<file path="src/rtl/mem_bus_arbiter.sv">
// rtl/mem_bus_arbiter.sv - three-requester sequencing arbiter for the shared memory port; optional MEM_ARB_ROUND_ROBIN_EN
module mem_bus_arbiter #(
  parameter int ADDR_W = 64,
  parameter int DATA_W = 64
) (
  input  logic              clk,
  input  logic              rst_n,
  input  logic [ADDR_W-1:0] ic_addr,
  input  logic              ic_re,
  output logic [DATA_W-1:0] ic_data,
  output logic              ic_finish,
  input  logic [ADDR_W-1:0] dc_addr,
  input  logic [DATA_W-1:0] dc_data,
  input  logic [7:0]        dc_mask,
  input  logic              dc_we,
  input  logic              dc_re,
  output logic [DATA_W-1:0] dc_rdata,
  output logic              dc_finish,
  input  logic [ADDR_W-1:0] uc_addr,
  input  logic [DATA_W-1:0] uc_data,
  input  logic [7:0]        uc_mask,
  input  logic              uc_we,
  input  logic              uc_re,
  output logic [DATA_W-1:0] uc_rdata,
  output logic              uc_finish,
  output logic [ADDR_W-1:0] bus_addr,
  output logic [DATA_W-1:0] bus_data,
  output logic [7:0]        bus_mask,
  output logic              bus_we,
  output logic              bus_re,
  input  logic [DATA_W-1:0] in_bus_data,
  input  logic              in_bus_finish,
  output logic              arb_busy
);

  localparam logic [1:0] S_IDLE = 2'd0;
  localparam logic [1:0] S_BUSY = 2'd1;
  localparam logic [1:0] S_RESP = 2'd2;

  // Grant ids double as indices into w_req.
  localparam logic [1:0] G_NONE = 2'd0;
  localparam logic [1:0] G_IC   = 2'd1;
  localparam logic [1:0] G_DC   = 2'd2;
  localparam logic [1:0] G_UC   = 2'd3;

  logic [1:0]        r_state;
  logic [1:0]        r_grant;
  logic [ADDR_W-1:0] r_bus_addr;
  logic [DATA_W-1:0] r_bus_data;
  logic [7:0]        r_bus_mask;
  logic              r_bus_we;
  logic              r_bus_re;
  logic [DATA_W-1:0] r_ic_data;
  logic [DATA_W-1:0] r_dc_rdata;
  logic [DATA_W-1:0] r_uc_rdata;
  logic              r_ic_finish;
  logic              r_dc_finish;
  logic              r_uc_finish;

  logic [3:0]        w_req;
  logic [1:0]        w_winner;
  logic [ADDR_W-1:0] w_sel_addr;
  logic [DATA_W-1:0] w_sel_data;
  logic [7:0]        w_sel_mask;
  logic              w_sel_we;
  logic              w_sel_re;

  assign w_req = {uc_we | uc_re, dc_we | dc_re, ic_re, 1'b0};

`ifdef MEM_ARB_ROUND_ROBIN_EN
  // r_rr_hi names the requester currently at the top of the rotation ic -> dc -> uc -> ic.
  logic [1:0] r_rr_hi;
  logic [1:0] w_rr_mid;
  logic [1:0] w_rr_lo;

  function automatic logic [1:0] f_rr_next(input logic [1:0] id);
    case (id)
      G_IC:    return G_DC;
      G_DC:    return G_UC;
      default: return G_IC;
    endcase
  endfunction

  assign w_rr_mid = f_rr_next(r_rr_hi);
  assign w_rr_lo  = f_rr_next(w_rr_mid);

  // Rotating-priority winner: first requester found walking the rotation from r_rr_hi.
  always_comb begin
    w_winner = G_NONE;
    if (w_req[r_rr_hi])       w_winner = r_rr_hi;
    else if (w_req[w_rr_mid]) w_winner = w_rr_mid;
    else if (w_req[w_rr_lo])  w_winner = w_rr_lo;
  end

  // After a completion the owner drops to the bottom; reset starts with uc on top, matching fixed order's first pick.
  always_ff @(posedge clk or negedge rst_n) begin
    if (!rst_n) begin
      r_rr_hi <= G_UC;
    end else if (r_state == S_RESP) begin
      r_rr_hi <= f_rr_next(r_grant);
    end
  end
`else
  // Fixed-priority winner: uc over dc over ic.
  always_comb begin
    w_winner = G_NONE;
    if (w_req[G_UC])      w_winner = G_UC;
    else if (w_req[G_DC]) w_winner = G_DC;
    else if (w_req[G_IC]) w_winner = G_IC;
  end
`endif

  // Mux the winner's request fields; write wins over read, icache reads a full beat.
  always_comb begin
    w_sel_addr = '0;
    w_sel_data = '0;
    w_sel_mask = 8'h00;
    w_sel_we   = 1'b0;
    w_sel_re   = 1'b0;
    case (w_winner)
      G_IC: begin
        w_sel_addr = ic_addr;
        w_sel_mask = 8'hFF;
        w_sel_re   = 1'b1;
      end
      G_DC: begin
        w_sel_addr = dc_addr;
        w_sel_data = dc_data;
        w_sel_mask = dc_mask;
        w_sel_we   = dc_we;
        w_sel_re   = dc_re & ~dc_we;
      end
      G_UC: begin
        w_sel_addr = uc_addr;
        w_sel_data = uc_data;
        w_sel_mask = uc_mask;
        w_sel_we   = uc_we;
        w_sel_re   = uc_re & ~uc_we;
      end
      default: ;
    endcase
  end

  // Sequencer: latch a winner in IDLE, hold the bus in BUSY, pulse the owner's finish in RESP.
  always_ff @(posedge clk or negedge rst_n) begin
    if (!rst_n) begin
      r_state     <= S_IDLE;
      r_grant     <= G_NONE;
      r_bus_addr  <= '0;
      r_bus_data  <= '0;
      r_bus_mask  <= 8'h00;
      r_bus_we    <= 1'b0;
      r_bus_re    <= 1'b0;
      r_ic_data   <= '0;
      r_dc_rdata  <= '0;
      r_uc_rdata  <= '0;
      r_ic_finish <= 1'b0;
      r_dc_finish <= 1'b0;
      r_uc_finish <= 1'b0;
    end else begin
      case (r_state)
        S_IDLE: begin
          if (w_winner != G_NONE) begin
            r_grant    <= w_winner;
            r_bus_addr <= w_sel_addr;
            r_bus_data <= w_sel_data;
            r_bus_mask <= w_sel_mask;
            r_bus_we   <= w_sel_we;
            r_bus_re   <= w_sel_re;
            r_state    <= S_BUSY;
          end
        end
        S_BUSY: begin
          if (in_bus_finish) begin
            r_bus_we <= 1'b0;
            r_bus_re <= 1'b0;
            // Data is always captured; the pulse only goes out if the owner is still asking.
            case (r_grant)
              G_IC: begin
                r_ic_data   <= in_bus_data;
                r_ic_finish <= w_req[G_IC];
              end
              G_DC: begin
                r_dc_rdata  <= in_bus_data;
                r_dc_finish <= w_req[G_DC];
              end
              G_UC: begin
                r_uc_rdata  <= in_bus_data;
                r_uc_finish <= w_req[G_UC];
              end
              default: ;
            endcase
            r_state <= S_RESP;
          end
        end
        S_RESP: begin
          r_ic_finish <= 1'b0;
          r_dc_finish <= 1'b0;
          r_uc_finish <= 1'b0;
          r_grant     <= G_NONE;
          r_state     <= S_IDLE;
        end
        default: begin
          r_state <= S_IDLE;
        end
      endcase
    end
  end

  assign bus_addr  = r_bus_addr;
  assign bus_data  = r_bus_data;
  assign bus_mask  = r_bus_mask;
  assign bus_we    = r_bus_we;
  assign bus_re    = r_bus_re;
  assign ic_data   = r_ic_data;
  assign dc_rdata  = r_dc_rdata;
  assign uc_rdata  = r_uc_rdata;
  assign ic_finish = r_ic_finish;
  assign dc_finish = r_dc_finish;
  assign uc_finish = r_uc_finish;
  assign arb_busy  = (r_state != S_IDLE);

endmodule
</file>
<file path="config.mk">
export PLATFORM = sky130hd
export DESIGN_NAME = mem_bus_arbiter
export DESIGN_NICKNAME = d
export VERILOG_FILES = /design/src/rtl/mem_bus_arbiter.sv
export SDC_FILE = /design/constraint.sdc
export NUM_CORES = 1
export LEC_CHECK = 0
export BUFFER_PORTS_ARGS = -buffer_cell sky130_fd_sc_hd__buf_2
export CAP_MARGIN = 30
export CORE_AREA = 4 4 284 286
export CTS_CLUSTER_DIAMETER = 120
export DETAILED_ROUTE_END_ITERATION = 12
export DIE_AREA = 0 0 288 290
export PLACE_DENSITY = 0.5
export SLEW_MARGIN = 20
export SYNTH_ARGS = -nofsm -noshare
export SYNTH_HDL_FRONTEND = slang
export SYNTH_SLANG_ARGS = --single-unit
</file>
<file path="constraint.sdc">
create_clock -name clk -period 1.6 [get_ports clk]
set_input_delay 0.32 -clock clk [delete_from_list [all_inputs] [get_ports clk]]
set_output_delay 0.32 -clock clk [all_outputs]
set_load 0.01 [all_outputs]
</file>
Word level (Yosys, flattened, before mapping)
Index checks and enable logic that the tools add are counted.
{"block": "op_classes", "n_eq_ne": 13, "n_mux": 27, "bitwise_logic": 6, "n_reduce_logical": 16}
{"operator": "64-bit one-hot mux with 3 select lines", "count": 1}
{"operator": "64-bit one-hot mux with 2 select lines", "count": 1}
{"operator": "8-bit one-hot mux with 3 select lines", "count": 1}
{"operator": "3-bit AND reduction", "count": 7}
{"operator": "1-bit one-hot mux with 2 select lines", "count": 6}
{"operator": "2-bit == test, second input constant", "count": 5}
{"operator": "1-bit 2-to-1 mux", "count": 10}
{"operator": "2-bit 2-to-1 mux", "count": 5}
{"operator": "2-bit nonzero test", "count": 5}
{"operator": "2-bit one-hot mux with 2 select lines", "count": 2}
{"operator": "2-bit by 1-bit == test with 1-bit output, second input constant", "count": 3}
{"operator": "2-bit inequality test, second input constant", "count": 3}
{"operator": "2-bit AND reduction", "count": 3}
{"operator": "2-bit by 1-bit inequality test with 1-bit output, second input constant", "count": 2}
{"operator": "1-bit one-hot mux with 3 select lines", "count": 1}
{"operator": "1-bit AND", "count": 2}
{"operator": "2-bit logical NOT", "count": 1}
{"operator": "1-bit NOT", "count": 2}
{"operator": "1-bit bitwise OR", "count": 2}
{"block": "totals", "word_cells": 75, "output_inout_bits": 334, "register_bits": 337, "in_bits": 408}

Logic depth before layout (Yosys ltp)
{"block": "depth", "depth_word": 7, "mapped_depth": 7, "depth_no_buf": 4}

Worst setup path after synthesis
No wires, ideal clock.
{"block": "synth_path", "path_kind": "register -> register", "from": "reg r_state[1]", "to": "reg r_ic_data[54] (netlist: ic_data[54])", "required_ps": 1473, "path_buffers": 2, "setup_time_ps": 127, "t_arrival_ps": 1463, "path_stages_with_launch": 6, "synth_period_minus_slack_ps": 1590, "path_slack_ps": 10, "path_cell_list": "dfrtp_1 nand3b_4 nor3b_2 buf_6 buf_6 mux2_1"}
{"block": "synth_between", "elab_chain_cells": 2}
{"element": "start, declared", "line": "46", "text": "logic [1:0] r_state;"}
{"element": "start signal, assigned", "line": "147", "text": "r_state <= S_IDLE;"}
{"element": "start signal, assigned", "line": "170", "text": "r_state <= S_BUSY;"}
{"element": "start signal, assigned", "line": "193", "text": "r_state <= S_RESP;"}
{"element": "2-bit by 1-bit == test with 1-bit output", "line": "161", "text": "case (r_state)"}
{"element": "3-bit AND reduction (no source line)"}
{"element": "end signal, assigned", "line": "180", "text": "r_ic_data <= in_bus_data;"}
{"element": "end, declared", "line": "53", "text": "logic [DATA_W-1:0] r_ic_data;"}
No other way between the ends.
A chain may end at the register's enable or synchronous reset.

Final worst setup path
{"block": "layout_path", "from": "reg r_state[1]", "to": "reg r_dc_rdata[53] (netlist: dc_rdata[53])"}
{"block": "layout_between", "elab_chain_cells": 2}
{"element": "2-bit by 1-bit == test with 1-bit output", "line": "161"}
{"element": "3-bit AND reduction (no source line)"}
{"element": "end signal, assigned", "line": "184", "text": "r_dc_rdata <= in_bus_data;"}
{"element": "end, declared", "line": "54", "text": "logic [DATA_W-1:0] r_dc_rdata;"}
No other way between the ends.

==> flow_metrics.py <==
metrics = {
    "run_status": {
        "outcome": "complete, but fails checks",
        "violations": "setup timing",
    },
    "floorplan": {
        "coreArea_um2": 78360,
        "placementRows": 103,
        "pin_count": 742,
        "die_area_um2": 83520,
        "initial_core_util_pct": 19.27,
        "dieHeight_um": 290,
        "fp.dieW_um": 288,
    },
    "sta": {
        "period_share_pct": 117.2,
        "fin_setup_tns_ps": -41460,
        "fin_skew_ps": 9.013,
        "relSlewSlack_pct": 62.83,
        "hold_violations": 0,
        "timing.fmax_ghz": 0.5332,
        "max_slew.worst_pin.slew_ps": 557.5,
        "setup_viol": 290,
        "final-max-slew-violation-count": 0,
        "post-route-worst-setup-slack_ps": -275.6,
        "rsz0062_at_grt": "yes",
        "min_period_ps": 1876,
    },
    "grt": {
        "grt_use_met2_pct": 25.60,
        "grt_pass1_wl_um": 96080,
        "grt_max_degree": 74,
        "grt_pass1_vias": 14740,
        "use_met3_pct": 4.776,
        "grt_busiest_layer": "met2",
        "antenna_found_initial": 23,
        "gr-total-overflow": 0,
        "met1_usage_pct": 17.51,
        "gr-usage-all-layers_pct": 14.81,
    },
    "detailed_routing": {
        "wl_um": 68380,
        "via_count": 14040,
        "drt-vias-per-instance": 4.432,
        "ant_nets": 0,
        "drc": 0,
        "drt_iter0_markers": 631,
        "firstDrtPassIters": 5,
        "avgRoutedWirePerCell_um": 21.59,
    },
    "setup_path": {
        "r2r_slack_ps": -280,
        "critPathArrivalTime_ps": 2310,
        "crit_end": "dc_rdata[53]",
        "r2r_end": "dc_rdata[53]",
        "critPathMaxFanout": 17,
        "path_class": "reg -> reg",
        "critical_path.startpoint": "r_state[1]",
        "regToRegStartpoint": "r_state[1]",
        "r2r_cells": 6,
        "worstSetupStartpointType": "flip-flop",
        "worstSetupEndpointType": "flip-flop",
        "critPathRequiredTime_ps": 2040,
    },
    "cts": {
        "root_buffer": "clkbuf_16",
        "cts_tree": "done",
        "cts.htree.levels": 2,
        "cts_buffers": 41,
        "cts_buffer_depth": 3,
        "insertion_delay_ps": 550,
        "path_clk_slew_ps": 60,
        "cts.sinks": 337,
    },
    "power": {
        "p_leak_uw": 0.01132,
        "powerDensity_nw_per_um2": 1671,
        "peakVddDrop_v": 0.0005728,
    },
    "synth": {
        "synth_nets": 1626,
        "yosys_most_used_dff": "dfrtp_1",
        "yosysSeqAreaShare_pct": 55.86,
        "synth.avg_cell_area_um2": 12.39,
        "async_flop_share_pct": 100.0,
        "synth_cell_types": 42,
        "synth.largest_area_cell": "dfrtp_1",
        "synth_area_um2": 15100,
        "synth.top_cell.area_share_pct": 55.86,
        "netlist_instances": 1218,
        "synth-seq-cells": 337,
        "ys_top_cells_by_area": "dfrtp_1 (56%), mux2_1 (7.3%), mux2_4 (4.9%), a32oi_1 (3.7%), o2bb2ai_1 (3.7%)",
        "synth-warning-count": 0,
        "synth_edf_count": 0,
    },
    "final_layout": {
        "synthToLayoutAreaGrowth_pct": 56.34,
        "finalNetCount": 2485,
        "instances_no_fill": 3167,
        "fin_area_um2": 23600,
        "drive_gt1_share_pct": 52.16,
        "post-route-util_pct": 30.12,
    },
    "hold_path": {
        "min_path_type": "in -> reg",
        "min-delay-start": "dc_addr[40]",
    },
    "placed_design": {
        "gp_congestion": 0.8494,
        "dp_cells": 2994,
        "port_buffers": 741,
        "place_hpwl_um": 50640,
        "placed_area_um2": 20790,
    },
    "flow_run": {
        "maxCapViolations": 0,
    },
}
==> synth_stat cells (2+ instances only) <==
cell	number
mux2_1	98
buf_4	6
buf_1	12
o21ai_1	25
nor3b_2	2
a32oi_1	64
buf_6	20
o2bb2ai_1	64
dfrtp_1	337
a31oi_1	64
nand2_1	4
nor2_1	2
buf_2	30
mux2_2	46
mux2i_1	2
o21ai_0	40
inv_1	66
clkbuf_1	49
a2bb2oi_1	9
a21oi_1	67
o31ai_1	8
o21bai_1	8
mux2_4	49
o21a_1	64
nand3_1	64
inv_2	2
==> placed cells by master, fill, tap and decap left out, types with 5 or more instances in the layout <==
cell type,instances
buf_6,7
dlygate4sd3_1,58
diode_2,8
mux2_4,109
nand3_1,64
o21bai_1,8
clkbuf_1,5
o21ai_1,25
a32oi_1,62
o21a_1,64
a21oi_1,65
clkinv_2,10
buf_2,738
a2bb2oi_1,9
dfrtp_1,337
o2bb2ai_1,63
buf_16,6
mux2_1,57
o21ai_0,40
mux2_2,27
o31ai_1,8
buf_12,38
clkbuf_16,50
buf_4,72
clkbuf_8,7
a31oi_1,64
inv_1,65
==> metal layers <==
| layer | part of all wire (%) | vias to the layer above | wire [um] |
|---|---|---|---|
| met3 | 9.6 | 120 | 6567 |
| li1 | - | 6275 | - |
| met1 | 39 | 6925 | 26780 |
| met4 | 3.0 | 14 | 2028 |
| met2 | 48 | 702 | 32910 |
| met5 | 0.13 | - | 90 |
==> per-stage QoR <==
| step | setup WS, ps | hold slack (ps) | power, uW |
|---|---|---|---|
| 4_1_cts | -271.1 | 0.3463 | 39060 |
| 6_report | -275.6 | 42.81 | 39420 |
| 3_3_place_gp | -190.4 | 201.5 | 28340 |
| 3_5_place_dp | -208.2 | 198.4 | 28600 |
| 5_1_grt | -348.6 | 4.681 | 41640 |
| 2_1_floorplan | 9.731 | 24.41 | 21240 |
==> cell families (layout without fill, tap and decap cells) <==
kind of cell	after synthesis	after routing	synth area share (%)
AND/OR/NAND/NOR	82	82	3.117
flip-flops	337	337	55.86
buffers and inverters	185	1075	5.993
multiplexers	195	195	15.75
other	0	8	0
AO/OA/AOI/OAI	419	420	19.28
==> registers in the layout, indices dropped and copies added, names as in the netlist <==
register	flops
ic_data	64
bus_addr	64
uc_rdata	64
r_state	2
dc_finish	1
dc_rdata	64
bus_we	1
bus_mask	8
uc_finish	1
bus_data	64
r_grant	2
ic_finish	1
bus_re	1
==> area by class of cell <==
class	instances	area [um^2]
fill	8211	54760
sequential	337	8433
timing repair buffer	932	6130
multi-input combinational	697	6065
tap	1050	1314
clock buffer	54	1166
inverter	68	260.3
clock inverter	21	212.7
antenna	8	20.02
==> where the power goes <==
part           leakage (uW)  switching [uW]  internal, uW
clock network      0.000683            3890          5530
logic               0.00663            7570          7770
registers           0.00401            2280         12400
==> critical path, cell delays in order (launching register included) <==
cell,delay [ps]
dfrtp_1,410
buf_6,130
nand3b_4,200
nor3b_4,260
buf_12,200
buf_12,180
mux2_1,340
==> worst min-delay path by stage <==
stage / end / slack (ps) / cells past startpoint
finish: bus_addr[40] / 40 / 3
global route: bus_addr[40] / 5 / 3
CTS: ic_data[50] / 0.3 / 2
detailed placement: ic_data[47] / 200 / 1
global placement: ic_data[49] / 200 / 1
floorplan: bus_addr[0] / 20 / 0
==> repair_timing <==
item	4_1_cts	5_1_grt
setup buffers	9	7
setup endpoints to repair	153	323
hold buffers	58	0
endpoints found under the hold margin	323	0
pin swaps	2	3
gates resized for setup	39	42
gates cloned	4	12
(Power assumes the default switching activity.)
